`config.mk`:
```
export PLATFORM = sky130hd
export DESIGN_NAME = tim_apb_ctrl
export DESIGN_NICKNAME = d
export VERILOG_FILES = /design/src/rtl/tim_apb_ctrl.sv
export SDC_FILE = /design/constraint.sdc
export NUM_CORES = 1
export LEC_CHECK = 0
export ABC_AREA = 0
export CAP_MARGIN = 20
export CORE_MARGIN = 2
export CORE_UTILIZATION = 38
export DETAILED_ROUTE_END_ITERATION = 10
export GPL_TIMING_DRIVEN = 0
export PLACE_DENSITY_LB_ADDON = 0.12
export SETUP_SLACK_MARGIN = 0.2
export SLEW_MARGIN = 15
export SYNTH_ARGS = -nofsm -noshare
export SYNTH_HDL_FRONTEND = slang
export SYNTH_SLANG_ARGS = --single-unit
```
`constraint.sdc`:
```
create_clock -name sys_clk -period 5.24 [get_ports sys_clk]
set_clock_uncertainty 0.15 [all_clocks]
set_input_delay 1.572 -clock sys_clk [delete_from_list [all_inputs] [get_ports sys_clk]]
set_output_delay 1.572 -clock sys_clk [all_outputs]
set_load 0.05 [all_outputs]
```
`src/rtl/tim_apb_ctrl.sv`:
```
// ---------------------------------------------------------------------------
// tim_apb_ctrl
//   APB4 slave protocol controller in front of the timer register block.
//   It follows SETUP/ACCESS phases, holds tim_pready low for WAIT_CYCLES
//   ACCESS cycles, latches the transfer for the register file, and issues
//   one-cycle wr_en/rd_en strobes. Address decode errors and register-side
//   write errors are merged into tim_pslverr. Protocol violations raise a
//   sticky prot_err that only reset clears.
//
// Handshake: a transfer starts with psel=1/penable=0 (SETUP). It completes in
//   the first ACCESS cycle with psel=1, penable=1 and no wait states left.
//   tim_pready, the strobes, tim_pslverr and tim_prdata are all qualified by
//   that completion cycle and are 0 in every other cycle.
//
// Ports:
//   sys_clk, sys_rst_n            clock, synchronous active-low reset
//   tim_psel/penable/pwrite       APB control
//   tim_paddr/pwdata/pstrb        APB address, write data, byte strobes
//   tim_pready/prdata/pslverr     APB response
//   wr_en, rd_en                  one-cycle strobes to the register block
//   reg_paddr/pwdata/pstrb        transfer fields latched at SETUP
//   reg_prdata, reg_pslverr       combinational response from register block
//   prot_err                      sticky protocol-violation flag
// ---------------------------------------------------------------------------
module tim_apb_ctrl #(
    parameter int          WAIT_CYCLES = 0,
    parameter logic [11:0] ADDR_MAX    = 12'h01C
) (
    input  logic        sys_clk,
    input  logic        sys_rst_n,
    input  logic        tim_psel,
    input  logic        tim_penable,
    input  logic        tim_pwrite,
    input  logic [11:0] tim_paddr,
    input  logic [31:0] tim_pwdata,
    input  logic [3:0]  tim_pstrb,
    output logic        tim_pready,
    output logic [31:0] tim_prdata,
    output logic        tim_pslverr,
    output logic        wr_en,
    output logic        rd_en,
    output logic [11:0] reg_paddr,
    output logic [31:0] reg_pwdata,
    output logic [3:0]  reg_pstrb,
    input  logic [31:0] reg_prdata,
    input  logic        reg_pslverr,
    output logic        prot_err
);

    typedef enum logic {
        IDLE   = 1'b0,
        ACCESS = 1'b1
    } state_t;

    localparam logic [3:0] WAIT_LOAD = 4'(WAIT_CYCLES);

    state_t      state_q, state_d;
    logic [3:0]  wait_cnt_q, wait_cnt_d;
    logic        pwrite_q;
    logic        latch;
    logic        prot_set;
    logic        done;
    logic        addr_err;

    // State register plus the transfer fields captured at SETUP.
    always_ff @(posedge sys_clk) begin
        if (!sys_rst_n) begin
            state_q    <= IDLE;
            wait_cnt_q <= 4'd0;
            reg_paddr  <= 12'd0;
            reg_pwdata <= 32'd0;
            reg_pstrb  <= 4'd0;
            pwrite_q   <= 1'b0;
            prot_err   <= 1'b0;
        end else begin
            state_q    <= state_d;
            wait_cnt_q <= wait_cnt_d;
            if (latch) begin
                reg_paddr  <= tim_paddr;
                reg_pwdata <= tim_pwdata;
                reg_pstrb  <= tim_pstrb;
                pwrite_q   <= tim_pwrite;
            end
            if (prot_set) begin
                prot_err <= 1'b1;
            end
        end
    end

    // Next-state logic.
    always_comb begin
        state_d    = state_q;
        wait_cnt_d = wait_cnt_q;
        latch      = 1'b0;
        prot_set   = 1'b0;
        case (state_q)
            IDLE: begin
                if (tim_psel && !tim_penable) begin
                    latch      = 1'b1;
                    wait_cnt_d = WAIT_LOAD;
                    state_d    = ACCESS;
                end else if (tim_psel && tim_penable) begin
                    // ACCESS phase without a preceding SETUP: ignored.
                    prot_set = 1'b1;
                end
            end
            ACCESS: begin
                if (tim_psel && tim_penable) begin
                    if (wait_cnt_q == 4'd0) begin
                        state_d = IDLE;
                    end else begin
                        wait_cnt_d = wait_cnt_q - 4'd1;
                    end
                end else begin
                    // Master abandoned the transfer; no strobe is issued.
                    state_d  = IDLE;
                    prot_set = 1'b1;
                end
                // Address/direction must hold through ACCESS; the latched
                // copies are used regardless.
                if ((tim_paddr != reg_paddr) || (tim_pwrite != pwrite_q)) begin
                    prot_set = 1'b1;
                end
            end
            default: begin
                state_d = IDLE;
            end
        endcase
    end

    // Outputs.
    always_comb begin
        done        = (state_q == ACCESS) && tim_psel && tim_penable &&
                      (wait_cnt_q == 4'd0);
        addr_err    = (reg_paddr[1:0] != 2'b00) || (reg_paddr > ADDR_MAX);
        tim_pready  = done;
        wr_en       = done && pwrite_q && !addr_err;
        rd_en       = done && !pwrite_q && !addr_err;
        tim_prdata  = rd_en ? reg_prdata : 32'd0;
        tim_pslverr = done && (addr_err || (pwrite_q && reg_pslverr));
    end

endmodule

```
==> run metrics <==
outcome complete, no violations; complex-gate fraction of the synthesized area 16.10%; post-synthesis xor/xnor area fraction 4.854%; PwrDens 215.5 nW/um2; max layer used met4; CTS tree built; routed vias 2,661; Mapped Area 2526 um2; final core occ 68.12%; Main synth FF type dfxtp_1; maximum vdd drop 0.1794 mV; Initial Utilization 39.56%; Slowest cell on crit path and3_4; worst-margin pin slew 0.6686 ns; Top Ports 171; clk_lat worst skew 0.30 ns; maxcap violations 0; Net Sw Frac 28.49%; Die Wd 85.54 um; clock network power share 26.7%; leakage 0.001742 uW; vias in the first global route 2,555; Unique masters post-synth 28; asr flop ratio synth 0%; PortBufs 170; Clock Tree Root clkbuf_8; Avg Inst Size Synth 8.229 um2; largest net degree at the start of global routing 16; setup ws final 0.6099 ns; largest family of logic cells by synthesized area simple AND/OR/NAND/NOR gates; Post-synth EDFFs 0; crit-path cells dlymetal6s2s_1 -> and3_4 -> nand3_2 -> nor3b_4 -> buf_4 -> buf_6 -> and2_1 -> buf_4; routed wl met3 732 um; # setup viols final 0; area fraction of the dominant cell type after synthesis 43.59%; maximum clock path buffer count 2; fmax 216.0 MHz; antenna-violating nets left 0; Setup crit end kind output port; first drt pass iteration count 4; Worst Path Max Fanout 10; GRT Total Usage 20.33%; Tcrit/Tclk final 88.36%; 1st-iter DRT viols 96; post-synthesis cell type with the largest combined area dfxtp_1; RSZ-0062 raised after global routing no; synth top area cells dfxtp_1 44%, nand2_1 15%, a21boi_0 15%, and2_1 8.4%, xor2_1 4.5%; die area 7316 um2; Cells after Synth 307; count of state elements after synthesis 55; CTS Buf Count 5; crit-path max cell delay 0.23 ns; ant diodes 0; worst hold path class reg2reg; non-filler cells, final 563; wire per inst 13.50 um; post-place setup slack -0.5797 ns; P&R area growth vs syn 72.21%; multiplexer share of the synthesized area 0.7925%; routed vias/inst 4.726; Synth Warn # 0; Sequential Power Share 47.9%; met2 WL 3.825 mm; Routed met1 length 2.985 mm; area of the core 6386 um2; count leader, synth nand2_1; Synth Area in Adders 0.4953%; clk slew on worst S/H paths 0.09 ns; antenna violations before repair 0; # nets final 572; Die H 85.54 um; wire length of the first global-routing pass 12.05 mm; final-layout fill cell count 561; Logic pwr share 25.5%; crit start category primary input; crit path kind in2out; grt total ovfl 0; most frequent cells after synthesis 104 x nand2_1, 55 x dfxtp_1, 49 x a21boi_0, 34 x and2_1, 16 x clkbuf_1; Post-DP HPWL 6.152 mm; RePlAce Congestion 0.7458; Critical Path RT 3.52 ns; r2r setup slk 3.35 ns; final worst path period need 4.630 ns; post-placement cell area 4324 um2; Slew Limit Fails 0; DRC viols 0; Internal Pwr Total 670.4 uW; fin area 4350 um2; Routed WL 7.598 mm; Net Sw Power 267.0 uW; H-tree depth 2; share of layout cells above drive strength 1 10.29%; Synth Area in Simple Gates 30.01%; most used cell, CP buf_4; Cells after DPL 554; Syn Nets 394; Crit path arrival time 2.91 ns; Rows 29; Slew HR 55.33%; Fin. Hold Viols 0; register area share after synthesis 43.59%; Sink Count 55
## flip-flops by register name, indices dropped and copies added, names as in the netlist
signal	cells
wait_cnt_q	4
reg_paddr	12
reg_pwdata	32
state_q	1
pwrite_q	1
prot_err	1
reg_pstrb	4
## power groups by stage
stage	registers [uW]	logic [uW]	clock network [uW]
after detailed placement	459	241	0
after global placement	458	239	0
after floorplan	518	60.4	0
after CTS	449	241	259
after global routing	451	255	271
final	449	239	250
## repair_timing
action | 4_1_cts | 5_1_grt
endpoints found under the setup margin | 36 | 33
gates resized for setup | 197 | 5
pin swaps | 1 | 0
endpoints found under the hold margin | 0 | 0
hold buffers | 0 | 0
buffers inserted | 1 | 0
## cells by family (layout without fill, tap and decap cells)
logic type                 count (synthesis)  after routing
AOI/OAI and AO/OA                         55             55
adders and majority gates                  1              1
DFF                                       55             55
and+or+nand+nor                          158            158
muxes                                      2              2
buffers and inverters                     22            201
xor gates and xnor gates                  14             14
## worst max-delay path, delay by kind of cell
family	cells	cell delay, ns
buffers and inverters	4	0.67
and+or+nand+nor	4	0.66
## stage by stage
stage | hold WS, ns | power [uW] | setup TNS, ns
5_1_grt | 0.3456 | 977.9 | 0
2_1_floorplan | 0.2993 | 578.7 | 0
3_5_place_dp | 0.3084 | 699.6 | -17.56
4_1_cts | 0.3196 | 948.8 | 0
3_3_place_gp | 0.2992 | 696.5 | -15.90
6_report | 0.3160 | 937.4 | 0
## final timing paths
kind | from | end | depth (start not counted)
worst min register to register | reg_pwdata[5] | reg_pwdata[5] | 2
worst max-delay path | tim_penable | tim_prdata[24] | 8
worst max register to register | state_q | reg_pwdata[27] | 4
worst min-delay path | reg_pwdata[5] | reg_pwdata[5] | 2
## area by class of cell
cell class | instances | area [um2] | area share (%)
flip-flops and latches | 55 | 1101 | 25.31
plain buffers | 19 | 93.84 | 2.157
repair buffers | 171 | 1618 | 37.19
well taps | 77 | 96.34 | 2.215
multi-input cells | 230 | 1330 | 30.57
clock buffers | 8 | 100.1 | 2.301
inverters | 3 | 11.26 | 0.2588
## routing by layer
metal	vias to the layer above	GRT usage (%)
met5	-	0
met4	0	3.896
met3	6	6.641
met2	113	37.50
met1	1196	22.95
li1	1346	-
## placed cells by master (no fill, tap or decap), types with 2 or more instances in the layout
cell type        instances
a21boi_0                49
a21oi_1                  3
and2_1                  34
and3_1                   2
buf_2                    4
buf_4                   30
buf_6                    3
clkbuf_1                17
clkbuf_8                 7
clkdlybuf4s50_1        132
dfxtp_1                 55
dlygate4sd2_1            3
dlymetal6s2s_1           2
inv_1                    3
mux2i_1                  2
nand2_1                104
nor2_1                   2
nor4_1                   3
or3_1                    2
xor2_1                  13
(Power assumes the default switching activity.)
